### src/rtl/audio_sample_fetch_if.sv
// Flash reader handshake: word-address request out, 32-bit read word and done pulse back.
interface audio_sample_fetch_if #(
    parameter int ADDR_W = 23
);
    logic              start;
    logic              finish;
    logic [ADDR_W-1:0] flash_addr;
    logic [31:0]       flash_data;

    modport master (
        output start,
        output flash_addr,
        input  finish,
        input  flash_data
    );

    modport slave (
        input  start,
        input  flash_addr,
        output finish,
        output flash_data
    );
endinterface

### src/rtl/audio_sample_fetch.sv
// Fetches 32-bit flash words and plays them as two signed 16-bit samples, one per sample tick.
// Optional macro AUDIO_FETCH_LOOP_EN: wrap at the region ends instead of stopping.
module audio_sample_fetch #(
    parameter int                ADDR_W   = 23,
    parameter logic [ADDR_W-1:0] END_ADDR = 23'h7FFFF
) (
    input  logic                      clk,
    input  logic                      reset_all,
    input  logic                      sample_tick,
    input  logic                      play,
    input  logic                      dir,
    input  logic                      restart,
    audio_sample_fetch_if.master      bus,
    output logic signed [15:0]        audio_out,
    output logic                      audio_valid,
    output logic                      end_reached
);

    typedef enum logic [2:0] {
        IDLE,
        FETCH,
        HALF2,
        ADVANCE,
        STOPPED
    } state_t;

    state_t             state_q, state_d;
    logic [ADDR_W-1:0]  addr_q, addr_d;
    logic [31:0]        word_q, word_d;
    logic               half_dir_q, half_dir_d;
    logic signed [15:0] audio_q, audio_d;
    logic               valid_q, valid_d;
    logic               start_q, start_d;
    logic               end_q, end_d;

    function automatic logic signed [15:0] half_sel(input logic [31:0] w, input logic upper);
        return upper ? $signed(w[31:16]) : $signed(w[15:0]);
    endfunction

    always_comb begin
        state_d    = state_q;
        addr_d     = addr_q;
        word_d     = word_q;
        half_dir_d = half_dir_q;
        audio_d    = audio_q;
        valid_d    = 1'b0;
        start_d    = 1'b0;
        end_d      = 1'b0;

        if (restart) begin
            addr_d  = dir ? END_ADDR : '0;
            state_d = IDLE;
        end else begin
            case (state_q)
                IDLE: begin
                    if (sample_tick && play) begin
                        state_d = FETCH;
                        start_d = 1'b1;
                    end
                end
                FETCH: begin
                    start_d = 1'b1;
                    if (bus.finish) begin
                        start_d    = 1'b0;
                        word_d     = bus.flash_data;
                        half_dir_d = dir;
                        audio_d    = half_sel(bus.flash_data, dir);
                        valid_d    = 1'b1;
                        state_d    = HALF2;
                    end
                end
                HALF2: begin
                    // Second half comes from the direction captured with the word.
                    if (sample_tick && play) begin
                        audio_d = half_sel(word_q, !half_dir_q);
                        valid_d = 1'b1;
                        state_d = ADVANCE;
                    end
                end
                ADVANCE: begin
                    state_d = IDLE;
                    if ((!dir && addr_q == END_ADDR) || (dir && addr_q == '0)) begin
                        end_d = 1'b1;
`ifdef AUDIO_FETCH_LOOP_EN
                        addr_d = dir ? END_ADDR : '0;
`else
                        state_d = STOPPED;
`endif
                    end else if (!dir) begin
                        addr_d = addr_q + ADDR_W'(1);
                    end else begin
                        addr_d = addr_q - ADDR_W'(1);
                    end
                end
                STOPPED: begin
                    end_d = 1'b1;
                end
                default: begin
                    state_d = IDLE;
                end
            endcase
        end
    end

    always_ff @(posedge clk or posedge reset_all) begin
        if (reset_all) begin
            state_q    <= IDLE;
            addr_q     <= '0;
            word_q     <= '0;
            half_dir_q <= 1'b0;
            audio_q    <= '0;
            valid_q    <= 1'b0;
            start_q    <= 1'b0;
            end_q      <= 1'b0;
        end else begin
            state_q    <= state_d;
            addr_q     <= addr_d;
            word_q     <= word_d;
            half_dir_q <= half_dir_d;
            audio_q    <= audio_d;
            valid_q    <= valid_d;
            start_q    <= start_d;
            end_q      <= end_d;
        end
    end

    assign bus.start      = start_q;
    assign bus.flash_addr = addr_q;
    assign audio_out      = audio_q;
    assign audio_valid    = valid_q;
    assign end_reached    = end_q;

endmodule

### src/flat_wrapper.sv
// flat-port wrapper written by rule: the top's interface ports become plain ports
module audio_sample_fetch_flat 
#(
    parameter int                ADDR_W   = 23,
    parameter logic [ADDR_W-1:0] END_ADDR = 23'h7FFFF
)
  (clk, reset_all, sample_tick, play, dir, restart, audio_out, audio_valid, end_reached, bus_start, bus_flash_addr, bus_finish, bus_flash_data);
  audio_sample_fetch_if #(.ADDR_W(ADDR_W)) bus_i ();
  input  logic clk;
  input  logic reset_all;
  input  logic sample_tick;
  input  logic play;
  input  logic dir;
  input  logic restart;
  output logic signed [15:0] audio_out;
  output logic audio_valid;
  output logic end_reached;
  output wire logic [$bits(bus_i.start)-1:0] bus_start;
  output wire logic [$bits(bus_i.flash_addr)-1:0] bus_flash_addr;
  input wire logic [$bits(bus_i.finish)-1:0] bus_finish;
  input wire logic [$bits(bus_i.flash_data)-1:0] bus_flash_data;
  assign bus_start = bus_i.start;
  assign bus_flash_addr = bus_i.flash_addr;
  assign bus_i.finish = bus_finish;
  assign bus_i.flash_data = bus_flash_data;
  audio_sample_fetch #(.ADDR_W(ADDR_W), .END_ADDR(END_ADDR)) u_core (.clk(clk), .reset_all(reset_all), .sample_tick(sample_tick), .play(play), .dir(dir), .restart(restart), .bus(bus_i), .audio_out(audio_out), .audio_valid(audio_valid), .end_reached(end_reached));
endmodule
### config.mk
export PLATFORM = sky130hd
export DESIGN_NAME = audio_sample_fetch_flat
export DESIGN_NICKNAME = d
export VERILOG_FILES = /design/src/rtl/audio_sample_fetch_if.sv /design/src/rtl/audio_sample_fetch.sv /design/src/flat_wrapper.sv
export SDC_FILE = /design/constraint.sdc
export NUM_CORES = 1
export LEC_CHECK = 0
export BUFFER_PORTS_ARGS = -buffer_cell sky130_fd_sc_hd__buf_2
export CORE_MARGIN = 2
export CORE_UTILIZATION = 40
export CTS_CLUSTER_DIAMETER = 150
export DETAILED_ROUTE_END_ITERATION = 8
export REMOVE_ABC_BUFFERS = 1
export SYNTH_ARGS = -nofsm -noshare
export SYNTH_HDL_FRONTEND = slang
export SYNTH_SLANG_ARGS = --single-unit
### constraint.sdc
create_clock -name clk -period 3.4 [get_ports clk]
set_clock_uncertainty 0.15 [all_clocks]
set_input_delay 0 -clock clk [delete_from_list [all_inputs] [get_ports clk]]
set_output_delay 0 -clock clk [all_outputs]
set_load 0.02 [all_outputs]
==> out/summary.log, run 1 <==
qor: status.run_status finished clean
qor: cts.cts_tree done
qor: worst_setup_path.timing.critical_path.required 3.46 ns
qor: global_route.gr-usage-met1 0.249
qor: layout.n_antenna_cell 0
qor: placement.dp_hpwl 8100 um
qor: floorplanning.top_level_ports 81
qor: pwr.share_clk_of_total_power 0.319
qor: routing.wl_per_cell 16.6 um
qor: synth.synth-seq-cells 78
qor: placement.place.detailed.instances 674
qor: timing.final_critical_path_setup_slack 0.574 ns
qor: global_route.grt_util_all_layers 0.197
qor: cts.cts_max_level 3
qor: synth.syn-mean-instance-area 10.0 sq um
qor: worst_setup_path.worstRegToRegCells 7
qor: timing.setup_violations 0
qor: global_route.grt_max_degree 56
qor: worst_setup_path.cpMaxStageDelayCell dfrtp_1
qor: placement.placed_cell_area 5200 sq um
qor: layout.flow.area_growth_from_synthesis 25.6%
qor: floorplanning.design.die.area 12,600 sq um
qor: layout.fillers 1,087
qor: pwr.finalPower 3.15 mW
qor: pwr.internal-power 2.15 mW
qor: floorplanning.initial_utilization 0.411
qor: timing.max_freq 354 MHz
qor: cts.post_cts.resized_instances 0
qor: synth.ys_types 56
qor: cts.cts_setup_buffers 0
qor: timing.unrepaired_setup_endpoints_after_global_routing false
qor: worst_setup_path.reg2reg_to u_core.bus.flash_addr[22]$_DFFE_PP0P_
qor: layout.fin_nets 641
qor: placement.place_congestion 0.810
qor: layout.final-instance-count-excl-fill 727
qor: global_route.grt_first_pass_wirelength 19,900 um
qor: worst_hold_path.hold_path.class in2async
qor: floorplanning.die_y 112 um
qor: timing.slew_at_the_pin_closest_to_its_max_slew_limit 1.04 ns
qor: worst_setup_path.start_kind flop
qor: pwr.power.sequential.fraction 0.402
qor: pwr.power.density 534 nW/um^2
qor: synth.count_of_flip_flops_with_a_built_in_enable_after_synthesis 0
qor: cts.cts_made_buffers 9
qor: synth.synthFlopType dfrtp_1
qor: floorplanning.rows 39
qor: placement.number_of_port_buffers 80
qor: cts.holdBufCountCts 38
qor: cts.clock-root-buffer clkbuf_16
qor: floorplanning.chipWidth 112 um
qor: worst_setup_path.cp_top_family compound AO/OA/AOI/OAI gates
qor: global_route.grt_antenna_before_repair 0
qor: pwr.switching_share 0.316
qor: cts.cts-root-to-sink-buffers 2
qor: worst_setup_path.path_cells ha_1, a21oi_2, o21ai_0, a221o_1, or3_1, o211ai_1, mux2_1
qor: synth.seq_area_frac_synth 0.416
qor: synth.syn_area 4690 sq um
qor: worst_setup_path.criticalPathCategory reg2reg
qor: cts.clock_insertion_delay_worst_skew 0.34 ns
qor: worst_setup_path.timing.rr.start u_core.bus.flash_addr[11]$_DFFE_PP0P_
qor: timing.hold_violations 0
qor: timing.hold_slack 0.224 ns
qor: routing.totalWireLength 12,100 um
qor: synth.yosys_warnings 0
qor: timing.slew-limit-headroom 0.304
qor: worst_setup_path.cp-end-kind flop
qor: timing.final_min_period_over_clock_period 0.831
qor: worst_setup_path.rrSetupSlack 0.57 ns
qor: routing.antenna_violating_nets_post_route 0
qor: cts.clkTransAtPathRegs 0.06 ns
qor: global_route.global_route.usage.met2 0.331
qor: synth.post_synth_inst_count 468
qor: layout.finish.utilization 0.516
qor: floorplanning.core 11,400 sq um
qor: routing.post-route-drc-count 0
qor: routing.viasPerCell 5.49
qor: job.max_cap_viol_count 0
qor: global_route.first_global_vias 4,124
qor: worst_setup_path.cpPeakStageDelay 0.42 ns
qor: placement.pre_cts_slack 0.564 ns
qor: layout.postLayoutCellArea 5890 sq um
qor: worst_setup_path.critPathMaxFanout 8
qor: timing.min_period 2.83 ns
qor: layout.drive_gt1_frac 0.279
qor: synth.proportion_of_register_bits_with_asynchronous_set_or_reset_after_synthesis 1.00
qor: pwr.power_switching 994 uW
qor: timing.setup_total_negative_slack 0 ns
qor: routing.1st_iter_drt_viols 159
qor: timing.drv_slew 0
qor: global_route.grt.overflow.total 0
qor: pwr.combinationalPowerShare 0.280
qor: pwr.static_leakage 2.76 nW
qor: global_route.grt_util_met3 0.0475
qor: worst_setup_path.crit_path_buf_inv_count 0
qor: cts.cts_num_sinks 78
qor: routing.via_count 3,990
qor: pwr.ir_worst_vdd 0.276 mV
qor: global_route.grt-busiest-layer met2
qor: worst_setup_path.worst-endpoint-arrival 2.89 ns
qor: routing.detailed_router_iteration_count_before_antenna_repair 4
==> how the worst max path moves through the flow <==
| stage | start | to | slack [ns] | depth (start not counted) |
|---|---|---|---|---|
| finish | u_core.bus.flash_addr[11]$_DFFE_PP0P_ | u_core.bus.flash_addr[22]$_DFFE_PP0P_ | 0.57 | 7 |
| CTS | u_core.bus.flash_addr[11]$_DFFE_PP0P_ | u_core.bus.flash_addr[22]$_DFFE_PP0P_ | 0.59 | 7 |
| global placement | dir | u_core.bus.flash_addr[22]$_DFFE_PP0P_ | 0.62 | 8 |
| floorplan | u_core.state_q[2]$_DFFE_PP0P_ | u_core.half_dir_q$_DFFE_PP0P_ | 0.53 | 3 |
| global route | u_core.bus.flash_addr[11]$_DFFE_PP0P_ | u_core.bus.flash_addr[22]$_DFFE_PP0P_ | 0.44 | 7 |
| detailed placement | dir | u_core.bus.flash_addr[22]$_DFFE_PP0P_ | 0.56 | 8 |
==> layout by cell type, fill, tap and decap left out, types with 10 or more instances in the layout <==
master         synthesis  routed
a21oi_1               47      47
buf_2                  7      80
dfrtp_1               78      78
dlygate4sd3_1          0      38
ha_1                  21      21
mux2_2                49      49
mux2i_1               17      17
nand2_1               39      39
nand4_1               10      10
nor2_1                32      30
o21ai_0               38      38
==> power groups by stage <==
| stage | clock network (mW) | registers (mW) | logic (mW) |
|---|---|---|---|
| detailed placement | 0 | 1.28 | 0.844 |
| floorplan | 0 | 1.34 | 0.517 |
| global placement | 0 | 1.27 | 0.830 |
| finish | 1.00 | 1.26 | 0.880 |
| CTS | 1.02 | 1.26 | 0.883 |
| global route | 1.06 | 1.29 | 0.968 |
==> flip-flops by register name, indices dropped and copies added (netlist names) <==
signal / count
u_core.bus.start: 1
u_core.half_dir_q: 1
u_core.audio_valid: 1
u_core.end_reached: 1
u_core.audio_out: 16
u_core.state_q: 3
u_core.bus.flash_addr: 23
u_core.word_q: 32
==> metal layers <==
metal	vias to the layer above	part of all wire
li1	1975	-
met1	1908	0.45
met2	88	0.49
met3	19	0.048
met4	0	0.021
met5	-	0
==> layout make-up <==
type,instances,area [sq um],share of cell area
multi-input cells,363,2620,0.444
flip-flops and latches,78,1950,0.331
repair buffers,123,818,0.139
clock buffers,11,253,0.0429
well taps,143,179,0.0304
clock inverters,4,53.8,0.00913
inverters,5,20.0,0.00340
==> cells by family (layout without fill, tap and decap cells) <==
logic type,after synthesis,count (layout),share of synthesized area
compound gates,136,136,0.182
xor+xnor,13,13,0.0243
fa+ha+maj,22,22,0.0603
buf+inv,27,143,0.0283
flops,78,78,0.416
mux,67,67,0.156
simple gates,125,125,0.133
==> synth_stat cells (4+ instances only) <==
cell type,count,share of area
a211o_1,4,0.0075
a21o_1,7,0.011
a21oi_1,47,0.050
a221o_1,6,0.013
a31oi_1,4,0.0053
buf_2,7,0.0075
clkbuf_1,10,0.0080
dfrtp_1,78,0.42
ha_1,21,0.056
inv_1,5,0.0040
mux2_2,49,0.12
mux2i_1,17,0.036
nand2_1,39,0.031
nand3_1,9,0.0096
nand4_1,10,0.013
nor2_1,32,0.026
nor4_1,7,0.0093
o21a_1,6,0.0096
o21ai_0,38,0.041
or2_2,4,0.0053
xnor2_1,7,0.013
xor2_1,6,0.011
==> worst register-to-register path, delay by kind of cell, from the launching register on <==
kind	cells	cell delay, ns
simple gates	1	0.42
compound gates	4	0.97
flops	1	0.42
fa+ha+maj	1	0.43
mux	1	0.33
Note: power is estimated with default switching activity, not from simulation.
==> inputs of run 2 (changes only) <==
--- a/config.mk
+++ b/config.mk
@@ -5,6 +5,7 @@
 export SDC_FILE = /design/constraint.sdc
 export NUM_CORES = 1
 export LEC_CHECK = 0
+export ABC_AREA = 1
 export BUFFER_PORTS_ARGS = -buffer_cell sky130_fd_sc_hd__buf_2
 export CORE_MARGIN = 2
 export CORE_UTILIZATION = 40
==> constraint.sdc (replaced) <==
create_clock -name clk -period 2.4 [get_ports clk]
set_clock_uncertainty 0.15 [all_clocks]
set_input_delay 0 -clock clk [delete_from_list [all_inputs] [get_ports clk]]
set_output_delay 0 -clock clk [all_outputs]
set_load 0.02 [all_outputs]
==> out/summary.log, run 2 <==
qor: status.run_status finished clean
qor: floorplanning.initial_utilization 0.405
qor: routing.antenna_violating_nets_post_route 0
qor: worst_setup_path.timing.critical_path.required 2.48 ns
qor: routing.viasPerCell 4.85
qor: synth.synth_top_cells_by_count nand2_1 (257), inv_1 (98), nor2_1 (97)
qor: pwr.combinationalPowerShare 0.426
qor: placement.number_of_port_buffers 80
qor: routing.routed-wl-met3 538 um
qor: floorplanning.design.die.area 14,200 sq um
qor: worst_setup_path.start_kind flop
qor: worst_hold_path.hold_path.class in2reg
qor: layout.drive_gt1_frac 0.155
qor: synth.proportion_of_register_bits_with_asynchronous_set_or_reset_after_synthesis 1.00
qor: layout.largest_reg_flops 32
qor: worst_setup_path.crit_path_buf_inv_count 0
qor: global_route.grt_antenna_before_repair 0
qor: synth.synthFlopType dfrtp_1
qor: worst_setup_path.rrSetupSlack 0.15 ns
qor: synth.ys_types 32
qor: routing.dr.max_layer_used met4
qor: synth.synthMostInstantiatedCell nand2_1
qor: synth.syn_area 5300 sq um
qor: floorplanning.rows 42
qor: timing.min_period 2.25 ns
qor: synth.syn-mean-instance-area 6.76 sq um
qor: routing.wl_met1 7180 um
qor: global_route.grt_first_pass_wirelength 24,800 um
qor: pwr.power_switching 2.58 mW
qor: cts.cts_num_sinks 78
qor: cts.clkTransAtPathRegs 0.07 ns
qor: timing.unrepaired_setup_endpoints_after_global_routing false
qor: cts.cts-root-to-sink-buffers 2
qor: timing.setup_total_negative_slack 0 ns
qor: routing.post-route-drc-count 0
qor: cts.cts_tree done
qor: pwr.internal-power 3.82 mW
qor: global_route.first_global_vias 5,120
qor: pwr.static_leakage 3.57 nW
qor: layout.fin_nets 978
qor: synth.synth-seq-cells 78
qor: floorplanning.top_level_ports 81
qor: synth.synth_top_cell_area_share 0.369
qor: layout.layout_common_cells nand2_1 (257), nor2_1 (97), inv_1 (97)
qor: layout.layout.cells.most_common nand2_1
qor: worst_setup_path.cpPeakStageDelay 0.55 ns
qor: worst_setup_path.critPathMaxFanout 7
qor: pwr.ir_worst_vdd 0.342 mV
qor: layout.finish.utilization 0.516
qor: routing.via_count 5,329
qor: job.max_cap_viol_count 0
qor: floorplanning.die_y 119 um
qor: timing.slew_at_the_pin_closest_to_its_max_slew_limit 0.523 ns
qor: placement.placed_cell_area 6030 sq um
qor: timing.hold_violations 0
qor: synth.seq_area_frac_synth 0.369
qor: global_route.grt.overflow.total 0
qor: pwr.finalPower 6.40 mW
qor: cts.clock_insertion_delay_worst_skew 0.35 ns
qor: timing.max_freq 445 MHz
qor: routing.totalWireLength 15,000 um
qor: timing.drv_slew 0
qor: placement.pre_cts_slack 0.0932 ns
qor: cts.cts_made_buffers 9
qor: floorplanning.chipWidth 119 um
qor: routing.detailed_router_iteration_count_before_antenna_repair 4
qor: pwr.power.sequential.fraction 0.336
qor: layout.postLayoutCellArea 6760 sq um
qor: synth.post_synth_inst_count 783
qor: worst_setup_path.cp_top_family simple AND/OR/NAND/NOR gates
qor: routing.dr_wl_met2 7080 um
qor: layout.fillers 1,310
qor: worst_setup_path.cp-end-kind flop
qor: floorplanning.core 13,100 sq um
qor: cts.cts_max_level 3
qor: synth.yosys_warnings 0
qor: worst_setup_path.cpMaxStageDelayCell fa_1
qor: worst_setup_path.criticalPathCategory reg2reg
qor: pwr.power.density 947 nW/um^2
qor: timing.final_critical_path_setup_slack 0.151 ns
qor: placement.dp_hpwl 10,900 um
qor: worst_setup_path.path_cells fa_1, nand3_1, nand3_1, nand2_1, nand2_1, or2_2, nand3_1, nand2_1
qor: placement.place_congestion 0.949
qor: layout.flow.area_growth_from_synthesis 27.6%
qor: timing.slew-limit-headroom 0.651
qor: cts.clock-root-buffer clkbuf_16
qor: timing.final_min_period_over_clock_period 0.937
qor: global_route.grt_max_degree 64
qor: worst_setup_path.worst-endpoint-arrival 2.33 ns
qor: timing.setup_violations 0
qor: routing.wl_per_cell 13.7 um
qor: layout.max_flop_register u_core.word_q
qor: pwr.share_clk_of_total_power 0.238
qor: synth.synth_area_leaders dfrtp_1 (37%), nand2_1 (18%), inv_1 (6.9%), nor2_1 (6.9%), ha_1 (5.0%)
qor: pwr.switching_share 0.403
qor: routing.1st_iter_drt_viols 295
qor: layout.n_antenna_cell 0
qor: synth.synth.largest_area_cell dfrtp_1
qor: global_route.grt_util_all_layers 0.219
qor: synth.count_of_flip_flops_with_a_built_in_enable_after_synthesis 0
run 2: cell types whose count changed in the layout (fill, tap and decap cells not counted), sizes merged, moves of 9 or more:
| cell | delta |
|---|---|
| inv | +97 |
| nand3 | +40 |
| mux2 | -44 |
| buf | +22 |
| nor2 | +66 |
| nand2 | +219 |
| a31oi | +9 |
run 2: final timing paths:
path,from,endpoint,cells after the start
max reg2reg,u_core.bus.flash_addr[0]$_DFFE_PP0P_,u_core.bus.flash_addr[6]$_DFFE_PP0P_,8
max,u_core.bus.flash_addr[0]$_DFFE_PP0P_,u_core.bus.flash_addr[6]$_DFFE_PP0P_,8
min,play,u_core.state_q[2]$_DFFE_PP0P_,5
min reg2reg,u_core.word_q[0]$_DFFE_PP0P_,u_core.word_q[0]$_DFFE_PP0P_,2
min in group asynchronous,reset_all,u_core.word_q[15]$_DFFE_PP0P_,3
max in group asynchronous,reset_all,u_core.bus.flash_addr[19]$_DFFE_PP0P_,4
run 2: area by class of cell:
cell class	instances	area (sq um)	share of cell area
clock buffer	10	229	0.0339
clock inverter	6	92.6	0.0137
inverter	101	380	0.0563
multi-input combinational	581	2860	0.424
sequential	78	1950	0.289
tap	176	220	0.0326
timing repair buffer	146	1020	0.151
run 2: power by group through the flow:
stage                     clock (mW)  combinational (mW)  sequential, mW
after global routing            1.61                3.08            2.22
after floorplan                    0                1.58            2.42
final                           1.52                2.73            2.15
after global placement             0                2.64            2.15
after CTS                       1.55                2.73            2.14
after detailed placement           0                2.66            2.16
run 2: timing repair:
item                       in CTS  in global routing
hold buffers                   39                  0
buffers inserted                0                  0
hold endpoints to repair      132                  0
setup endpoints to repair       0                  1
gates resized for setup         0                  2
run 2: worst reg2reg max path: cells and delay by family, from the launching register on:
| family | cells | cell delay, ns |
|---|---|---|
| and+or+nand+nor | 7 | 0.96 |
| adders and majority gates | 1 | 0.55 |
| DFF | 1 | 0.47 |
run 2: kinds of logic after synthesis:
group                    after synthesis  synth area share
AND/OR/NAND/NOR                      432             0.333
buffers and inverters                124            0.0926
AO/OA/AOI/OAI                        101             0.103
flip-flops                            78             0.369
adder cells (fa/ha/maj)               22            0.0534
multiplexers                          19            0.0373
XOR/XNOR                               7            0.0116
run 2: stage by stage:
| stage | hold slack (ns) | cells |
|---|---|---|
| floorplan | -0.0869 | 760 |
| global placement | -0.0959 | 1043 |
| detailed placement | -0.0960 | 1043 |
| CTS | 0.00724 | 1098 |
| global route | 0.0526 | 1098 |
| finish | 0.0307 | 1098 |
run 2: layer usage:
layer	global-route usage	vias up
li1	-	2766
met1	0.287	2450
met2	0.368	94
met3	0.0450	19
met4	0.0558	0
met5	0	-
